==> src/rtl/ext_load_sequencer_pkg.sv <==
// rtl/ext_load_sequencer_pkg.sv - shared types and constants for the external load sequencer
package ext_load_sequencer_pkg;

    localparam int BEAT_W          = 64;
    localparam int DEF_N_DIM_ARRAY = 16;
    localparam int DEF_LANE_W      = 8;

    localparam int HDR_TGT_LSB  = 0;
    localparam int HDR_TGT_W    = 4;
    localparam int HDR_CNT_LSB  = 8;
    localparam int HDR_CNT_W    = 24;
    localparam int HDR_ADDR_LSB = 32;
    localparam int HDR_ADDR_W   = 32;

    typedef enum logic [3:0] {
        TGT_IM       = 4'd0,
        TGT_CONF     = 4'd1,
        TGT_LUT      = 4'd2,
        TGT_SPARSITY = 4'd3,
        TGT_ACT      = 4'd4,
        TGT_FC_W     = 4'd5,
        TGT_CNN_W    = 4'd6,
        TGT_GO       = 4'd15
    } tgt_t;

    typedef enum logic [1:0] {
        HDR   = 2'd0,
        PAY   = 2'd1,
        DRAIN = 2'd2,
        GO    = 2'd3
    } ld_state_t;

    function automatic int beats_per_row(input int n_dim, input int lane_w);
        return (n_dim * lane_w) / BEAT_W;
    endfunction

    function automatic logic is_row_tgt(input logic [3:0] t);
        return (t == TGT_ACT) || (t == TGT_FC_W) || (t == TGT_CNN_W);
    endfunction

    // Codes 0..6 are real memories; 15 is GO; everything else is a bad header.
    function automatic logic is_data_tgt(input logic [3:0] t);
        return t <= TGT_CNN_W;
    endfunction

endpackage

==> src/rtl/ext_row_assembler.sv <==
// rtl/ext_row_assembler.sv - gathers 64-bit beats into one array row
module ext_row_assembler
    import ext_load_sequencer_pkg::*;
#(
    parameter int N_DIM_ARRAY = DEF_N_DIM_ARRAY,
    parameter int LANE_W      = DEF_LANE_W
) (
    input  logic                                clk,
    input  logic                                reset,
    input  logic                                clear,
    input  logic                                beat_valid,
    input  logic [BEAT_W-1:0]                   beat_data,
    output logic                                row_done,
    output logic [N_DIM_ARRAY-1:0][LANE_W-1:0]  row
);

    localparam int ROW_W = N_DIM_ARRAY * LANE_W;
    localparam int BPR   = beats_per_row(N_DIM_ARRAY, LANE_W);
    localparam int IDX_W = (BPR > 1) ? $clog2(BPR) : 1;
    localparam logic [IDX_W-1:0] LAST_IDX = IDX_W'(BPR - 1);

    logic [IDX_W-1:0] beat_idx;
    logic [ROW_W-1:0] fill_q;
    logic [ROW_W-1:0] fill_d;

    // Beat b lands on lanes b*(64/LANE_W).., which is flat bit offset b*64.
    always_comb begin
        fill_d = fill_q;
        for (int b = 0; b < BPR; b++) begin
            if (beat_valid && (beat_idx == IDX_W'(b))) begin
                fill_d[b*BEAT_W +: BEAT_W] = beat_data;
            end
        end
    end

    assign row_done = beat_valid && (beat_idx == LAST_IDX);
    assign row      = fill_d;

    always_ff @(posedge clk) begin
        if (reset || clear) begin
            beat_idx <= '0;
            fill_q   <= '0;
        end else if (beat_valid) begin
            fill_q   <= fill_d;
            beat_idx <= row_done ? '0 : beat_idx + 1'b1;
        end
    end

endmodule

==> src/rtl/ext_load_sequencer.sv <==
// rtl/ext_load_sequencer.sv - packet stream to cpu external write port sequencer
module ext_load_sequencer
    import ext_load_sequencer_pkg::*;
#(
    parameter int N_DIM_ARRAY = DEF_N_DIM_ARRAY,
    parameter int LANE_W      = DEF_LANE_W
) (
    input  logic                                clk,
    input  logic                                reset,
    input  logic                                s_valid,
    output logic                                s_ready,
    input  logic [63:0]                         s_data,
    output logic                                wr_en_im,
    output logic                                wr_en_conf_reg,
    output logic                                wr_en_lut,
    output logic                                wr_en_sparsity,
    output logic                                wr_en_act_mem,
    output logic                                wr_en_fc_w,
    output logic                                wr_en_cnn_w,
    output logic [31:0]                         wr_addr_ext,
    output logic [63:0]                         wr_data_ext_64,
    output logic [N_DIM_ARRAY-1:0][LANE_W-1:0]  wr_data_ext_row,
    output logic                                cpu_enable,
    output logic                                busy,
    output logic                                err
);

    ld_state_t state, state_d;
    logic [3:0]           tgt_q, tgt_d;
    logic [31:0]          addr_q, addr_d;
    logic [HDR_CNT_W-1:0] rem_q, rem_d;
    logic                 err_q, err_set;
    logic                 wr_fire;
    logic [6:0]           wr_en_q, wr_en_d;
    logic                 beat_fire;
    logic                 row_beat, row_done;
    logic [N_DIM_ARRAY-1:0][LANE_W-1:0] row;

    logic [HDR_TGT_W-1:0]  hdr_tgt;
    logic [HDR_CNT_W-1:0]  hdr_cnt;
    logic [HDR_ADDR_W-1:0] hdr_addr;

    assign hdr_tgt  = s_data[HDR_TGT_LSB  +: HDR_TGT_W];
    assign hdr_cnt  = s_data[HDR_CNT_LSB  +: HDR_CNT_W];
    assign hdr_addr = s_data[HDR_ADDR_LSB +: HDR_ADDR_W];

    // The cpu ports never stall, so the only ready bubble is the GO cycle.
    assign s_ready    = !reset && (state != GO);
    assign beat_fire  = s_valid && s_ready;
    assign busy       = !reset && (state != HDR);
    assign cpu_enable = !reset && (state == GO);
    assign err        = !reset && err_q;

    assign row_beat = beat_fire && (state == PAY) && is_row_tgt(tgt_q);

    ext_row_assembler #(
        .N_DIM_ARRAY (N_DIM_ARRAY),
        .LANE_W      (LANE_W)
    ) u_row_assembler (
        .clk        (clk),
        .reset      (reset),
        .clear      (state == HDR),
        .beat_valid (row_beat),
        .beat_data  (s_data),
        .row_done   (row_done),
        .row        (row)
    );

    always_comb begin
        state_d = state;
        tgt_d   = tgt_q;
        addr_d  = addr_q;
        rem_d   = rem_q;
        err_set = 1'b0;
        wr_fire = 1'b0;
        case (state)
            HDR: begin
                if (beat_fire) begin
                    if (hdr_tgt == TGT_GO) begin
                        state_d = GO;
                    end else if (is_data_tgt(hdr_tgt)) begin
                        if (hdr_cnt != '0) begin
                            state_d = PAY;
                            tgt_d   = hdr_tgt;
                            addr_d  = hdr_addr;
                            rem_d   = hdr_cnt;
                        end
                    end else begin
                        err_set = 1'b1;
                        if (hdr_cnt != '0) begin
                            state_d = DRAIN;
                            rem_d   = hdr_cnt;
                        end
                    end
                end
            end
            PAY: begin
                if (beat_fire && (!is_row_tgt(tgt_q) || row_done)) begin
                    wr_fire = 1'b1;
                    addr_d  = addr_q + 32'd1;
                    rem_d   = rem_q - 1'b1;
                    if (rem_q == HDR_CNT_W'(1)) begin
                        state_d = HDR;
                    end
                end
            end
            DRAIN: begin
                if (beat_fire) begin
                    rem_d = rem_q - 1'b1;
                    if (rem_q == HDR_CNT_W'(1)) begin
                        state_d = HDR;
                    end
                end
            end
            GO:      state_d = HDR;
            default: state_d = HDR;
        endcase
    end

    assign wr_en_d = wr_fire ? (7'd1 << tgt_q) : 7'd0;

    always_ff @(posedge clk) begin
        if (reset) begin
            state           <= HDR;
            tgt_q           <= '0;
            addr_q          <= '0;
            rem_q           <= '0;
            err_q           <= 1'b0;
            wr_en_q         <= '0;
            wr_addr_ext     <= '0;
            wr_data_ext_64  <= '0;
            wr_data_ext_row <= '0;
        end else begin
            state   <= state_d;
            tgt_q   <= tgt_d;
            addr_q  <= addr_d;
            rem_q   <= rem_d;
            err_q   <= err_q || err_set;
            wr_en_q <= wr_en_d;
            if (wr_fire) begin
                wr_addr_ext <= addr_q;
                if (is_row_tgt(tgt_q)) begin
                    wr_data_ext_row <= row;
                end else begin
                    wr_data_ext_64 <= s_data;
                end
            end
        end
    end

    assign wr_en_im       = !reset && wr_en_q[0];
    assign wr_en_conf_reg = !reset && wr_en_q[1];
    assign wr_en_lut      = !reset && wr_en_q[2];
    assign wr_en_sparsity = !reset && wr_en_q[3];
    assign wr_en_act_mem  = !reset && wr_en_q[4];
    assign wr_en_fc_w     = !reset && wr_en_q[5];
    assign wr_en_cnn_w    = !reset && wr_en_q[6];

endmodule
==> config.mk <==
export PLATFORM = sky130hd
export DESIGN_NAME = ext_load_sequencer
export DESIGN_NICKNAME = d
export VERILOG_FILES = /design/src/rtl/ext_load_sequencer_pkg.sv /design/src/rtl/ext_row_assembler.sv /design/src/rtl/ext_load_sequencer.sv
export SDC_FILE = /design/constraint.sdc
export NUM_CORES = 1
export LEC_CHECK = 0
export ABC_AREA = 1
export BUFFER_PORTS_ARGS = -buffer_cell sky130_fd_sc_hd__buf_4
export CAP_MARGIN = 20
export CORE_AREA = 2 2 198 200
export DETAILED_ROUTE_END_ITERATION = 16
export DIE_AREA = 0 0 200 202
export PLACE_DENSITY = 0.62
export SYNTH_ARGS = -nofsm -noshare
export SYNTH_HDL_FRONTEND = slang
export SYNTH_SLANG_ARGS = --single-unit
==> constraint.sdc <==
create_clock -name clk -period 4.3 [get_ports clk]
set_input_delay 0.645 -clock clk [delete_from_list [all_inputs] [get_ports clk]]
set_output_delay 0.645 -clock clk [all_outputs]
set_load 0.05 [all_outputs]
; Word-level counts from Yosys, hierarchy flattened
; Index checks and enable logic that the tools add are counted.
[totals]
regBits = 423
in_bits = 67
out_inout_bits = 235
[classes]
add_sub_neg = 3
order_cmp = 1
n_eq_ne = 16
shifts = 1
muxes = 30
n_bitwise = 4
n_reduce_logical = 36
[op_table]
columns = op, count
row1 = $mux W32, 5
row2 = $mux W64, 2
row3 = $mux W24, 5
row4 = $pmux W24 S3, 1
row5 = $pmux W32 S2, 1
row6 = $add A32 B1 Y32 const B, 1
row7 = $eq A24 B1 Y1 const B, 1
row8 = $reduce_bool A24 Y1, 1
row9 = $sub A24 B1 Y24 const B, 1
row10 = $logic_and A1 B1 Y1, 17
row11 = $mux W2, 8
row12 = $eq A4 B3 Y1 const B, 3
row13 = $ne A2 B2 Y1 const B, 6
row14 = $reduce_and A6 Y1, 2
row15 = $pmux W2 S4, 1
row16 = $mux W1, 7
row17 = $shl A1 B4 Y7 const A, 1
row18 = $logic_or A1 B1 Y1, 5
row19 = $reduce_and A5 Y1, 1
row20 = $eq A2 B2 Y1 const B, 2
row21 = $eq A4 B4 Y1 const B, 1
row22 = $le A4 B3 Y1 const B, 1
row23 = $not A1 Y1, 4
row24 = $reduce_and A2 Y1, 2
row25 = 10 further kinds, 12

; Logic depth before layout (Yosys ltp)
[logic_depth]
word_depth = 12
mapped_depth = 15
ltp_nobuf = 12

; Modules after synthesis
; Synthesis repeated with hierarchy kept, for this count alone.
[hier_totals]
cells_unflattened = 2872
hier_area_um2 = 18971.9
[modules_own_cells]
columns = module, instances, cells_each, area_per_inst_um2, seq_area_each_um2
row1 = ext_load_sequencer, 1, 1848, 12757.2, 5885.6
row2 = ext_row_assembler, 1, 1024, 6214.7, 2582.5

; Worst setup path before layout
; OpenSTA, ideal clock, no wires.
[synth_path]
kind = input to output
startpoint = in reset
endpoint = out cpu_enable
arrival_time_ps = 1702
required_ps = 3655
setup_slack_ps = 1953
cell_stages = 3
cell_sequence = clkbuf_1 clkbuf_1 nor2_1
[synth_between]
elab_chain_cells = 2
[synth_rtl]
columns = element, line_no
row1 = from (decl), ext_load_sequencer.sv:9  ; input logic reset,
row2 = $logic_not A1 Y1, ext_load_sequencer.sv:51  ; assign cpu_enable = !reset && (state == GO);
row3 = $logic_and A1 B1 Y1, ext_load_sequencer.sv:51
row4 = to (decl), ext_load_sequencer.sv:23  ; output logic cpu_enable,
; No other way between the ends.

; Final worst setup path
[layout_path]
startpoint = reg state[0]
endpoint = reg wr_data_ext_row[121] (netlist bit)
[layout_between]
elab_chain_cells = 11
[layout_rtl]
columns = element, line_no
row1 = from (decl), ext_load_sequencer.sv:28  ; ld_state_t state, state_d;
row2 = from (signal assigned), ext_load_sequencer.sv:134  ; state <= state_d;
row3 = $ne A2 B2 Y1, ext_load_sequencer.sv:48  ; assign s_ready = !reset && (state != GO);
row4 = $logic_and A1 B1 Y1, ext_load_sequencer.sv:48
row5 = $logic_and A1 B1 Y1, ext_load_sequencer.sv:49  ; assign beat_fire = s_valid && s_ready;
row6 = $logic_and A1 B1 Y1 (2 in series), ext_load_sequencer.sv:54  ; assign row_beat = beat_fire && (state == PAY) && is_row_tgt(tgt_q);
row7 = $logic_and A1 B1 Y1, "ext_row_assembler.sv:30, ext_row_assembler.sv:36"
row8 = $logic_or A1 B1 Y1, ext_load_sequencer.sv:98  ; if (beat_fire && (!is_row_tgt(tgt_q) || row_done)) begin
row9 = $logic_and A1 B1 Y1, ext_load_sequencer.sv:98
row10 = $mux W1, ext_load_sequencer.sv:98
row11 = $mux W1, ext_load_sequencer.sv:76  ; case (state)
row12 = $reduce_and A2 Y1 (no line), --
row13 = to (signal assigned), ext_load_sequencer.sv:143  ; wr_data_ext_row <= row;
row14 = to (decl), ext_load_sequencer.sv:22  ; output logic [N_DIM_ARRAY-1:0][LANE_W-1:0] wr_data_ext_row,
; Parallel ways exist; a longest one is shown, timed or not.
; A chain may end at the register's enable or synchronous reset.

==> summary.md <==
| Metric | Value |
|---|---|
| Status | `finished clean` |
| Sequential share of the synthesized area | `a little under half` |
| Multi-input gate area | `0.00672 mm2` |
| Vias per inst | `about 5` |
| 1st-pass router iterations | `5` |
| Total number of vias | `14.7k` |
| Post-Synthesis Cells | `roughly 2.2k` |
| Post-cts hold buffer count | `0` |
| Gr usage total | `between 20% and 30%` |
| P_int | `0.00634 W` |
| Slew Limit Fails | `0` |
| Clk pwr share | `33.3%` |
| Fraction of layout cells with a size suffix above 1 | `between 10% and 20%` |
| Critical path's top delay family | `buffers and inverters` |
| Area post-placement | `~0.018 mm2` |
| Die Y | `about 200 um` |
| Top-area cell type share of the netlist area | `between 40% and 50%` |
| Largest family of logic cells by synthesized area | `simple AND/OR/NAND/NOR gates` |
| Total global routing overflow | `0` |
| Clock transition at the registers of the reported paths | `around 0.060 ns` |
| Adder-Cell Fraction of Synth Area | `less than 1%` |
| Initial Utilization | `approximately two fifths` |
| CTS tree | `built` |
| CP max stage delay | `0.74 ns` |
| Type of the worst setup path | `flop to flop` |
| Relative slew slack | `between 20% and 30%` |
| Cell Pwr Density | `535 mW/mm2` |
| # DRC | `0` |
| Crit path cell chain | `ha_1 > nor2_4 > nand3_1 > nor2_2 > nand2_4 > inv_4 > buf_4 > nand2_1 > a21oi_1` |
| Antenna Nets Post-Route | `0` |
| Sw frac | `37.1%` |
| Worst-skew pair later-pin latency | `0.57 ns` |
| Yosys cell types | `34` |
| Core Area | `0.0383 mm2` |
| Rows | `72` |
| Final Cell Area | `0.0188 mm2` |
| FF+latch count, synth | `approximately 360` |
| Cell taking the most area after synthesis | `dfxtp_1` |
| Setup violations, final | `0` |
| Antenna violations before repair | `0` |
| Root Driver | `clkbuf_16` |
| Buf/Inv on CP | `2` |
| Req. time, crit path | `4.78 ns` |
| Antenna diodes | `0` |
| Mux contribution to synthesized area | `0%` |
| Switching pwr | `approximately 0.0037 W` |
| Port Buf Inserts | `between 300 and 400` |
| Post-synthesis compound-gate area fraction | `15.9%` |
| TNS Setup | `0 ns` |
| FILL cells | `just under 4k` |
| Register area | `a little over 0.007 mm2` |
| Worst-Margin Slew | `approximately 1.1 ns` |
| Max Fanout on Critical Path | `83` |
| Number of buffers created by CTS | `39` |
| Logic gate share of total power | `around 29%` |
| First-pass GRT wire length | `roughly 79 mm` |
| IO Pins | `302` |
| Syn Nets | `about 2.2k` |
| First-iteration detailed-routing DRC count | `between 1k and 1.5k` |
| Layout Area Growth over Synthesis | `24.9%` |
| Post-Synth XOR/XNOR Area | `0.407%` |
| Post_cts resized | `0` |
| Clock sinks | `359` |
| Ys Warns | `0` |
| Vias in the first global route | `roughly 14k` |
| Max_cap viols | `0` |
| Hold WC Path Type | `input port to flop` |
| Fin Clk Skew | `0.0125 ns` |
| Max Fclk | `approximately 0.35 GHz` |
| Slowest CP cell | `inv_4` |
| Min cycle time layout | `roughly 2.8 ns` |
| Final HPWL DP | `35.8 mm` |
| Synth Area in Simple Gates | `around 28%` |
| Setup Buffers After CTS | `0` |
| Hold Vio Cnt, Final | `0` |
| Wire length per cell | `17.6 um` |
| Tcrit/Tclk final | `between 60% and 70%` |
| Worst VDD drop | `roughly 260 uV` |
| Clock buffer depth | `3` |
| Die area | `between 0.04 and 0.05 mm2` |
| RSZ-0062 raised after global routing | `false` |
| Synth Area per Inst | `between 6 and 7 um2` |
| Die Wd | `approximately 200 um` |
| Crit path DAT | `approximately 3.3 ns` |
| Fin nets | `between 2k and 2.5k` |
| CP endpoint kind | `flop` |
| Leakage | `~8 nW` |
| DRT Wirelength | `approximately 52 mm` |
| Mapped cell area | `0.0151 mm2` |
| Gp weighted congestion | `0.911` |
| Largest net degree at the start of global routing | `around 110` |
| Flop pwr share | `a little under two fifths` |
| CTS H-tree depth | `2` |
| Top post-synthesis cells by area | `dfxtp_1, nand2_1, nor2_1` |
| Crit start category | `flop` |
cell usage in the layout (no fill, tap or decap), types with 10 or more instances in the layout:
cell type,synthesis,layout
nand2_1,539,539
nor2_1,405,405
dfxtp_1,359,359
buf_4,10,317
a21oi_1,206,206
o21ai_0,197,197
inv_1,151,149
nand3_1,73,73
clkbuf_16,0,39
o21ai_1,19,19
a211oi_2,18,18
nor3_1,10,10
worst paths after layout:
kind / startpoint / end / slack (ns) / cells past startpoint
setup / recovery: state[0]$_SDFFE_PP0P_ / wr_data_ext_row[121]$_SDFFE_PP0P_ / 1.48 / 9
hold / removal: s_data[5] / wr_data_ext_64[5]$_SDFFE_PP0P_ / 0.33 / 3
setup reg to reg: state[0]$_SDFFE_PP0P_ / wr_data_ext_row[121]$_SDFFE_PP0P_ / 1.48 / 9
hold reg to reg: wr_data_ext_row[83]$_SDFFE_PP0P_ / wr_data_ext_row[83]$_SDFFE_PP0P_ / 0.46 / 2
layer usage:
metal  share of wire, %  up-vias  global-route usage, %
met4                3.6        0                   10.1
met3                7.5       96                   5.37
met2                 46      498                   41.3
li1                   -     7335                      -
met1                 43     6741                   32.6
met5                  0        -                      0
logic make-up after synthesis:
| family | count (synthesis) |
|---|---|
| xor gates and xnor gates | 7 |
| buffers and inverters | 285 |
| adders and majority gates | 7 |
| AOI/OAI and AO/OA | 449 |
| DFF | 359 |
| and+or+nand+nor | 1053 |
sequential cells by signal, summed over array words and instances (netlist names):
name,flops
u_row_assembler.beat_idx,1
wr_data_ext_64,64
state,2
wr_en_q,7
wr_addr_ext,32
u_row_assembler.fill_q,64
err_q,1
wr_data_ext_row,128
addr_q,32
rem_q,24
tgt_q,4
area by class of cell:
type                       count  area share (%)
clock buffer                  56            5.95
clock inverter                12           0.711
inverter                     159            3.20
multi-input combinational   1516            35.7
sequential                   359            38.2
tap                          518            3.44
timing repair buffer         319            12.9
cell usage after synthesis, drive strengths merged:
| cell type | n |
|---|---|
| nor3 | 10 |
| a211oi | 20 |
| ha | 7 |
| o22ai | 1 |
| a21oi | 206 |
| or2 | 5 |
| nand4 | 9 |
| inv | 154 |
| o21ai | 216 |
| buf | 55 |
| nand3b | 1 |
| nand2 | 543 |
| nor2 | 411 |
| xor2 | 7 |
| o21bai | 2 |
| dfxtp | 359 |
| clkinv | 5 |
| clkbuf | 71 |
| nand3 | 74 |
| a22oi | 2 |
| a31o | 1 |
| o31ai | 1 |
worst reg2reg max path, stage by stage, from the launching register on:
cell	delay [ns]
dfxtp_1	0.33
ha_1	0.26
nor2_4	0.14
nand3_1	0.10
nor2_2	0.20
nand2_4	0.31
inv_4	0.75
buf_4	0.42
nand2_1	0.09
a21oi_1	0.15
power groups by stage:
stage	logic, W	registers [W]	clock network [W]
after floorplan	0.00187	0.00407	0
after global placement	0.00283	0.00390	0
after detailed placement	0.00287	0.00390	0
after CTS	0.00288	0.00383	0.00343
after global routing	0.00323	0.00387	0.00355
final	0.00288	0.00384	0.00336
per-stage QoR:
stage / cells / power (W) / util [%] / setup WS, ns / hold slack, ns
finish: 2939 / 0.0101 / 49.2 / 1.48 / 0.334
global route: 2939 / 0.0106 / 49.2 / 1.16 / 0.335
CTS: 2939 / 0.0101 / 49.2 / 1.47 / 0.305
detailed placement: 2871 / 0.00677 / 45.9 / 1.35 / 0.456
global placement: 2871 / 0.00672 / 45.9 / 1.35 / 0.452
floorplan: 2160 / 0.00594 / - / 1.95 / 0.440
Power figures use the tool's default switching activity.
